<file path="config.mk">
export PLATFORM = sky130hd
export DESIGN_NAME = fantome_swarm_layer
export DESIGN_NICKNAME = d
export VERILOG_FILES = /design/src/rtl/fantome_swarm_layer.sv
export SDC_FILE = /design/constraint.sdc
export NUM_CORES = 1
export LEC_CHECK = 0
export ABC_AREA = 1
export CORE_AREA = 2 2 282 284
export CTS_CLUSTER_SIZE = 14
export DETAILED_ROUTE_END_ITERATION = 10
export DIE_AREA = 0 0 284 286
export PLACE_DENSITY_LB_ADDON = 0.25
export SYNTH_ARGS = -nofsm -noshare
export SYNTH_HDL_FRONTEND = slang
export SYNTH_SLANG_ARGS = --single-unit
export TNS_END_PERCENT = 20
</file>
<file path="constraint.sdc">
create_clock -name clk -period 11.8 [get_ports clk]
set_clock_uncertainty 0.1 [all_clocks]
set_input_delay 1.18 -clock clk [delete_from_list [all_inputs] [get_ports clk]]
set_output_delay 1.18 -clock clk [all_outputs]
set_load 0.02 [all_outputs]
</file>
<file path="src/rtl/fantome_swarm_layer.sv">
// Teleporting ghost sprite layer. The ghost fades in, holds, fades out, and then
// teleports next to Q*bert. After N_JUMPS teleports it exits. It also supplies
// registered per-pixel hitbox and sprite flags.
module fantome_swarm_layer #(
  parameter int unsigned N_CELLS    = 28,
  parameter int unsigned N_JUMPS    = 6,
  parameter int unsigned TICK_DIV   = 131072,
  parameter int unsigned HOLD_TICKS = 32
) (
  input  logic               clk,
  input  logic               reset,
  input  logic [10:0]        x_cnt,
  input  logic [9:0]         y_cnt,
  input  logic [10:0]        XDIAG_DEMI,
  input  logic [10:0]        XLENGTH,
  input  logic [9:0]         YDIAG_DEMI,
  input  logic               e_enable_ft,
  input  logic [20:0]        e_XY0_ft,
  input  logic [N_CELLS-1:0] position_qb,
  input  logic [20:0]        r_xy_offset [N_CELLS],
  input  logic               freeze_power,
  input  logic               kill_ft,
  output logic [20:0]        fantome_xy,
  output logic               fantome_hitbox,
  output logic               le_fantome,
  output logic [2:0]         ft_state,
  output logic [4:0]         ft_jump_cnt,
  output logic               done_move_ft,
  output logic               ft_end
);

  localparam int unsigned PRE_W  = $clog2(TICK_DIV);
  localparam int unsigned HOLD_W = (HOLD_TICKS > 1) ? $clog2(HOLD_TICKS) : 1;
  localparam logic [PRE_W-1:0]  PRE_LAST  = PRE_W'(TICK_DIV - 1);
  localparam logic [HOLD_W-1:0] HOLD_LAST = HOLD_W'(HOLD_TICKS - 1);
  localparam logic [4:0]        JUMP_MAX  = 5'(N_JUMPS);

  typedef enum logic [2:0] {
    ST_INIT     = 3'd0,
    ST_FADE_IN  = 3'd1,
    ST_HOLD     = 3'd2,
    ST_FADE_OUT = 3'd3,
    ST_TELEPORT = 3'd4,
    ST_END      = 3'd5
  } state_t;

  state_t            state;
  logic [10:0]       xc;
  logic [9:0]        yc;
  logic [11:0]       shade;
  logic [PRE_W-1:0]  presc;
  logic [HOLD_W-1:0] hold_cnt;
  logic [4:0]        jump_cnt;
  logic [20:0]       cell_xy;

  logic [11:0] fade_w_c;
  logic        frozen_c;
  logic        tick_c;
  logic        onehot_c;
  logic [20:0] sel_xy_c;
  logic        hit_c;
  logic        body_c;
  logic signed [13:0] px, py, cx, cy, xd, yd, sh, dy, ady;

  assign fade_w_c = 12'(XDIAG_DEMI) + 12'(XLENGTH);
  assign frozen_c = freeze_power && (state != ST_INIT);
  assign tick_c   = (presc == PRE_LAST) && !frozen_c;

  assign fantome_xy  = {xc, yc};
  assign ft_state    = state;
  assign ft_jump_cnt = jump_cnt;

  // Animation prescaler; halts while the ghost is frozen.
  always_ff @(posedge clk) begin
    if (!reset) begin
      presc <= '0;
    end else if (!frozen_c) begin
      presc <= (presc == PRE_LAST) ? '0 : presc + 1'b1;
    end
  end

  // Guarded one-hot mux of the Q*bert cell origin.
  always_comb begin
    onehot_c = (position_qb != '0) && ((position_qb & (position_qb - 1'b1)) == '0);
    sel_xy_c = '0;
    for (int unsigned i = 0; i < N_CELLS; i++) begin
      if (position_qb[i]) sel_xy_c = sel_xy_c | r_xy_offset[i];
    end
  end

  // Cell origin register; holds on an invalid one-hot.
  always_ff @(posedge clk) begin
    if (!reset) begin
      cell_xy <= '0;
    end else if (onehot_c) begin
      cell_xy <= sel_xy_c;
    end
  end

  // Ghost life-cycle FSM with position, shade and jump bookkeeping.
  always_ff @(posedge clk) begin
    if (!reset) begin
      state        <= ST_INIT;
      xc           <= '0;
      yc           <= '0;
      shade        <= '0;
      hold_cnt     <= '0;
      jump_cnt     <= '0;
      done_move_ft <= 1'b0;
      ft_end       <= 1'b0;
    end else begin
      done_move_ft <= 1'b0;
      ft_end       <= 1'b0;
      if (kill_ft && (state != ST_INIT) && (state != ST_END)) begin
        state    <= ST_FADE_OUT;
        jump_cnt <= JUMP_MAX;
      end else if (!frozen_c) begin
        case (state)
          ST_INIT: begin
            if (e_enable_ft) begin
              xc       <= e_XY0_ft[20:10] - XLENGTH;
              yc       <= e_XY0_ft[9:0] + YDIAG_DEMI;
              shade    <= fade_w_c;
              jump_cnt <= '0;
              state    <= ST_FADE_IN;
            end
          end
          ST_FADE_IN: begin
            if (tick_c) begin
              if (shade != '0) begin
                shade <= shade - 1'b1;
              end else begin
                hold_cnt <= '0;
                state    <= ST_HOLD;
              end
            end
          end
          ST_HOLD: begin
            if (tick_c) begin
              hold_cnt <= hold_cnt + 1'b1;
              if (hold_cnt == HOLD_LAST) state <= ST_FADE_OUT;
            end
          end
          ST_FADE_OUT: begin
            if (tick_c) begin
              if (shade != fade_w_c)      shade <= shade + 1'b1;
              else if (jump_cnt == JUMP_MAX) state <= ST_END;
              else                        state <= ST_TELEPORT;
            end
          end
          ST_TELEPORT: begin
            if (jump_cnt[1]) xc <= 11'(12'(cell_xy[20:10]) - fade_w_c);
            else             xc <= 11'(12'(cell_xy[20:10]) + fade_w_c);
            if (jump_cnt[0]) yc <= cell_xy[9:0] + 10'({YDIAG_DEMI, 1'b0});
            else             yc <= cell_xy[9:0];
            jump_cnt     <= jump_cnt + 1'b1;
            done_move_ft <= 1'b1;
            state        <= ST_FADE_IN;
          end
          ST_END: begin
            if (tick_c) begin
              ft_end <= 1'b1;
              shade  <= '0;
              state  <= ST_INIT;
            end
          end
          default: state <= ST_INIT;
        endcase
      end
    end
  end

  // Hitbox and sprite-shape tests in signed arithmetic so edges never wrap.
  always_comb begin
    px     = 14'(x_cnt);
    py     = 14'(y_cnt);
    cx     = 14'(xc);
    cy     = 14'(yc);
    xd     = 14'(XDIAG_DEMI);
    yd     = 14'(YDIAG_DEMI);
    sh     = 14'(shade);
    dy     = py - cy;
    ady    = dy[13] ? -dy : dy;
    hit_c  = (state != ST_INIT) &&
             (px >= cx - xd + sh) && (px <= cx + xd) &&
             (py >= cy - xd) && (py <= cy + xd);
    body_c = (px >= cx - (xd >>> 1)) || (ady <= (yd >>> 1));
  end

  // Registered pixel flags, one clock behind the scan counters.
  always_ff @(posedge clk) begin
    if (!reset) begin
      fantome_hitbox <= 1'b0;
      le_fantome     <= 1'b0;
    end else begin
      fantome_hitbox <= hit_c;
      le_fantome     <= hit_c && body_c;
    end
  end

endmodule

</file>
==> results of run 1 <==
cell usage after synthesis (3+ instances only):
master / number
nand2_1: 699
nand3_1: 172
nor3_2: 3
a221oi_1: 74
a21o_1: 10
o21ai_0: 99
a22o_1: 99
and2_1: 4
clkbuf_1: 68
buf_1: 10
dfxtp_1: 88
nand3b_1: 8
nor2_4: 4
inv_1: 320
nor4_1: 17
o21a_1: 5
a2111oi_0: 8
a211oi_1: 18
nand4_1: 66
o211ai_1: 17
a21oi_1: 188
buf_2: 11
or2_2: 8
o21bai_1: 8
xnor2_1: 21
o31ai_1: 9
nor2_2: 5
ha_1: 203
o22ai_1: 10
a31oi_1: 22
inv_2: 6
o21ai_1: 10
buf_6: 4
nor2_1: 215
nor3_1: 34
nand2_2: 6
fa_1: 13
o221ai_1: 3
xor2_1: 70
worst reg2reg max path, stage by stage, from the launching register on:
cell      delay [ns]
dfxtp_1         0.42
ha_1            0.51
inv_1           0.16
o31ai_1         0.53
xor2_1          0.14
ha_1            0.35
inv_1           0.08
o31ai_1         0.45
a21o_1          0.17
a21oi_1         0.08
o21ai_0         0.29
xnor2_1         0.17
ha_1            0.25
nand2_1         0.09
nor2_1          0.05
a211oi_1        0.17
nand2_1         0.08
nand2_1         0.06
nand2_1         0.06
nand3_1         0.07
nand2_1         0.05
nand2_1         0.11
nor2_1          0.08
nand2_1         0.07
a21oi_1         0.04
per-layer routing:
metal	global-route usage, %	wire [um]	vias up
met1	35.75	49120	10328
li1	-	-	10567
met3	5.909	9940	196
met4	11.29	5016	24
met2	50.65	58950	1011
met5	0	154	-
how the worst max path moves through the flow:
stage                        startpoint                    end  slack (ns)
after floorplan           XDIAG_DEMI[2]  le_fantome$_SDFF_PN0_        6.98
after global placement    XDIAG_DEMI[1]  le_fantome$_SDFF_PN0_        5.31
after detailed placement  XDIAG_DEMI[1]  le_fantome$_SDFF_PN0_        5.31
after CTS                 XDIAG_DEMI[1]  le_fantome$_SDFF_PN0_        5.68
after global routing      XDIAG_DEMI[1]  le_fantome$_SDFF_PN0_        5.24
final                     XDIAG_DEMI[1]  le_fantome$_SDFF_PN0_        5.77
cells by family after synthesis:
logic type	count (synthesis)	share of synthesized area, %
AO/OA/AOI/OAI	591	24.04
XOR/XNOR	91	4.911
adder cells (fa/ha/maj)	216	17.25
buffers and inverters	422	10.04
flip-flops	88	10.85
AND/OR/NAND/NOR	1250	32.91
cell type report:
| type | count | share of cell area [%] |
|---|---|---|
| multi-input combinational | 2148 | 51.31 |
| timing repair buffer | 764 | 29.93 |
| sequential | 88 | 7.031 |
| tap | 1050 | 5.243 |
| inverter | 328 | 4.913 |
| clock buffer | 9 | 0.8988 |
| antenna | 39 | 0.3895 |
| clock inverter | 7 | 0.2896 |
state kept, by name, indices dropped and copies added (netlist names):
register and cells:
presc 17, le_fantome 1, xc 11, ft_jump_cnt 5, fantome_hitbox 1, yc 10
hold_cnt 5, cell_xy 21, ft_end 1, ft_state 3, shade 12, done_move_ft 1
stage by stage:
stage | instances | power [W] | hold WS (ns) | utilization, %
floorplan | 2658 | 0.002354 | 0.3223 | -
global placement | 4378 | 0.003362 | 0.3489 | 31.48
detailed placement | 4378 | 0.003376 | 0.3594 | 31.48
CTS | 4394 | 0.003703 | 0.3726 | 31.86
global route | 4413 | 0.004106 | 0.3948 | 31.92
finish | 4433 | 0.003700 | 0.3691 | 31.98
power breakdown:
part           switching, W  internal, W
Clock              0.000157     0.000150
Combinational       0.00171      0.00119
Sequential         0.000143     0.000355
Total               0.00201      0.00169
==> impl_metrics.csv, run 1 <==
group,metric,value,unit
status,outcome,"complete, no violations",
timing,finalSetupTns,0,ns
cts,root_buffer,"clkbuf_16",
critical_path,criticalPathCategory,"primary input to flip-flop",
floorplan,io_pins,728,
cts,numClockSinks,88,
global_routing,grtUsageTotal,29.34,%
yosys,synth_ff_type,"dfxtp_1",
yosys,synth.largest_area_cell,"nand2_1",
timing,tightest_slew,1.168,ns
timing,rsz0062_at_grt,"false",
floorplan,start_util,20.71,%
place,place_ws,5.311,ns
final_layout,final_cell_mix,"716 x clkdlybuf4s50_1, 699 x nand2_1, 320 x inv_1",
yosys,syn_area,16230,um2
floorplan,fp.coreArea,78360,um2
critical_path,max_stage_delay,0.85,ns
timing,drv_slew,0,
final_layout,fin_nets,4250,
drt,wl,123200,um
global_routing,grt_antenna_before_repair,96,
cts,numCtsBuffers,9,
hold_path,min-delay-start,"presc[15]$_SDFFE_PN0N_",
drt,drtIter0Drc,2092,
critical_path,crit_path_top_delay_cell,"clkdlybuf4s50_1",
hold_path,hold_class,"flip-flop to flip-flop",
pwr,p_per_area,147.6,nW/um2
final_layout,multi_input_area,12860,um2
drt,final_antenna_net_count,0,
cts,htree_levels,3,
critical_path,worst-path-buf-inv,4,
cts,cts_resized,0,
place,gp_congestion,0.9709,
place,dp_hpwl,107100,um
timing,finalHoldViolCount,0,
yosys,ys_types,57,
timing,setup_viol,0,
global_routing,grt_pass1_wl,166900,um
drt,drc,0,
critical_path,crit_path_end_kind,"flip-flop",
global_routing,grt_pass1_vias,21283,
critical_path,cp.depth,26,
critical_path,reg2reg_slack,7.08,ns
critical_path,crit_family,"compound AO/OA/AOI/OAI gates",
hold_path,hold_depth,1,
drt,vias,22126,
final_layout,areaGrowthSynthToFinish,54.39,%
yosys,ys_ff_latch,88,
pwr,leakage,11.20,nW
critical_path,ff2ff_path_depth,24,
yosys,synth_area_leaders,"nand2_1 16%, ha_1 16%, dfxtp_1 11%, inv_1 7.4%, a21oi_1 5.8%",
run,maxCapViolations,0,
yosys,avgSynthCellArea,6.106,um2
floorplan,rows,103,
timing,fin_crit_sh,51.09,%
cts,cts_tree,"yes",
yosys,synth-edff-count,0,
place,place_area,24660,um2
cts,ctsHoldBuffers,0,
timing,setup_slack,5.772,ns
timing,finalCriticalPeriod,6.028,ns
critical_path,startpoint_type,"primary input",
timing,maxSlewHeadroom,22.16,%
final_layout,final_area,25060,um2
drt,vias_per_cell,4.991,
final_layout,layout_commonest_cell,"clkdlybuf4s50_1",
cts,post_cts_buffers,0,
cts,worstSkewPairLatency,0.38,ns
critical_path,worstPathMaxFanout,8,
yosys,ys_warn_count,0,
yosys,async_flop_share,0,%
cts,cts_buffer_depth,2,
final_layout,drive_gt1_share,3.140,%
yosys,yosysSeqAreaShare,10.85,%
pwr,vdd_drop_max,0.07226,mV
floorplan,die_w,284,um
critical_path,worstPathArrival,6.19,ns
critical_path,reg2reg_to,"le_fantome$_SDFF_PN0_",
hold_path,min_to,"presc[15]$_SDFFE_PN0N_",
floorplan,die_y,286,um
final_layout,nFillCells,8922,
critical_path,r2r_start,"xc[2]$_SDFFE_PN0P_",
timing,fmaxAchievable,165.9,MHz
global_routing,gr-total-overflow,0,
yosys,synth_fp_nets,3569,
final_layout,seq_area,1762,um2
yosys,syn_inst,2658,
place,port-buffer-count,727,
cts,path_clk_slew,0.08,ns
critical_path,worstPathRequired,11.96,ns
global_routing,grt_max_degree,58,
floorplan,die_area,81220,um2
critical_path,worst_path_most_repeated_cell,"nand2_1",
yosys,synth_top_area_share,16.17,%
drt,first_pass_iters,6,
drt,wl_per_cell,27.79,um
(Power assumes the default switching activity.)
==> run 2, diff against run 1 <==
==> constraint.sdc (replaced) <==
create_clock -name clk -period 5.4 [get_ports clk]
set_clock_uncertainty 0.1 [all_clocks]
set_input_delay 0.54 -clock clk [delete_from_list [all_inputs] [get_ports clk]]
set_output_delay 0.54 -clock clk [all_outputs]
set_load 0.02 [all_outputs]
==> impl_metrics.csv, run 2 (synthesized netlist as in run 1, its figures left out) <==
group,metric,value,unit
critical_path,crit_path_end_kind,"flip-flop",
cts,htree_levels,3,
floorplan,die_area,81220,um2
place,place_ws,0.2389,ns
timing,tightest_slew,1.205,ns
final_layout,final_cell_mix,"716 x clkdlybuf4s50_1, 699 x nand2_1, 320 x inv_1",
timing,setup_slack,0.6443,ns
global_routing,grt_pass1_vias,21756,
final_layout,areaGrowthSynthToFinish,55.72,%
cts,path_clk_slew,0.08,ns
pwr,vdd_drop_max,0.1785,mV
run,maxCapViolations,0,
timing,finalCriticalPeriod,4.756,ns
place,gp_congestion,0.9930,
timing,fmaxAchievable,210.3,MHz
critical_path,worst_path_most_repeated_cell,"nand2_1",
drt,vias_per_cell,4.985,
drt,vias,22257,
critical_path,crit_path_top_delay_cell,"clkdlybuf4s50_1",
final_layout,largest_reg_flops,21,
cts,root_buffer,"clkbuf_16",
timing,setup_viol,0,
pwr,p_per_area,327.7,nW/um2
cts,worstSkewPairLatency,0.38,ns
final_layout,drive_gt1_share,3.916,%
drt,first_pass_iters,5,
drt,drtIter0Drc,2027,
place,port-buffer-count,727,
critical_path,startpoint_type,"primary input",
cts,ctsHoldBuffers,0,
global_routing,grtUsageTotal,29.91,%
critical_path,criticalPathCategory,"primary input to flip-flop",
floorplan,fp.coreArea,78360,um2
final_layout,largest-register,"cell_xy",
timing,finalHoldViolCount,0,
timing,maxSlewHeadroom,19.67,%
pwr,leakage,11.33,nW
timing,finalSetupTns,0,ns
cts,post_cts_buffers,0,
drt,wl_per_cell,28.06,um
floorplan,rows,103,
floorplan,die_y,286,um
final_layout,nFillCells,8928,
global_routing,grt_pass1_wl,169900,um
critical_path,worstPathMaxFanout,5,
final_layout,reg_top3,"cell_xy: 21 flops, presc: 17 flops, shade: 12 flops",
global_routing,grt_antenna_before_repair,95,
critical_path,worstPathArrival,4.97,ns
final_layout,instances_no_fill,4465,
critical_path,max_stage_delay,0.56,ns
floorplan,start_util,20.71,%
drt,wl,125300,um
status,outcome,"complete, no violations",
cts,cts_resized,0,
cts,numCtsBuffers,9,
cts,cts_tree,"yes",
hold_path,hold_class,"flip-flop to flip-flop",
timing,drv_slew,0,
final_layout,fin_nets,4277,
drt,final_antenna_net_count,0,
drt,drc,0,
cts,cts_buffer_depth,2,
timing,rsz0062_at_grt,"false",
final_layout,layout_commonest_cell,"clkdlybuf4s50_1",
cts,numClockSinks,88,
critical_path,worstPathRequired,5.61,ns
global_routing,gr-total-overflow,0,
timing,fin_crit_sh,88.07,%
floorplan,die_w,284,um
place,numPlacedInstances,4405,
floorplan,io_pins,728,
place,dp_hpwl,110200,um
global_routing,grt_max_degree,58,
## run 2: path summary, 6_finish.rpt
path                                  to  cells past startpoint  slack, ns                    from
hold / removal    presc[15]$_SDFFE_PN0N_                      1       0.37  presc[15]$_SDFFE_PN0N_
setup reg to reg   le_fantome$_SDFF_PN0_                     28       1.03      xc[2]$_SDFFE_PN0P_
setup / recovery   le_fantome$_SDFF_PN0_                     30       0.64           XDIAG_DEMI[2]
hold reg to reg   presc[15]$_SDFFE_PN0N_                      1       0.37  presc[15]$_SDFFE_PN0N_
## run 2: area by class of cell
type	instances	area, um2	share of cell area (%)
well taps	1050	1314	5.198
multi-input cells	2148	12860	50.87
repair buffers	791	7702	30.48
diodes	44	110.1	0.4356
inverters	328	1231	4.871
clock buffers	9	225.2	0.8911
clock inverters	7	72.57	0.2871
flip-flops and latches	88	1762	6.970
## run 2: power breakdown
part	switching, W	total [W]	internal [W]	leakage (nW)
sequential	0.000302	0.00108	0.000775	0.717
clock	0.000343	0.000670	0.000327	0.144
combinational	0.00384	0.00653	0.00270	10.5
## run 2: stage by stage
stage / total power (W) / instance area, um2 / hold slack [ns] / util [%]
2_1_floorplan: 0.005145 / 16230 / 0.3223 / -
3_3_place_gp: 0.007583 / 24870 / 0.3497 / 31.74
3_5_place_dp: 0.007578 / 24870 / 0.3514 / 31.74
4_1_cts: 0.008298 / 25160 / 0.3700 / 32.12
5_1_grt: 0.009174 / 25210 / 0.3913 / 32.18
6_report: 0.008282 / 25270 / 0.3678 / 32.26
## run 2: critical path: cells and delay by family
family	cells	cell delay, ns
buffers and inverters	4	0.94
and+or+nand+nor	14	1.17
adders and majority gates	3	0.98
AOI/OAI and AO/OA	7	1.04
xor gates and xnor gates	2	0.29
## run 2: metal layers
layer / wire length [um] / part of all wire, % / vias to the layer above / track usage (%)
met5: 129 / 0.10 / - / 0
met4: 5620 / 4.5 / 20 / 12.17
met3: 10570 / 8.4 / 210 / 5.598
met2: 59390 / 47 / 1006 / 51.45
met1: 49580 / 40 / 10393 / 36.61
li1: - / - / 10628 / -
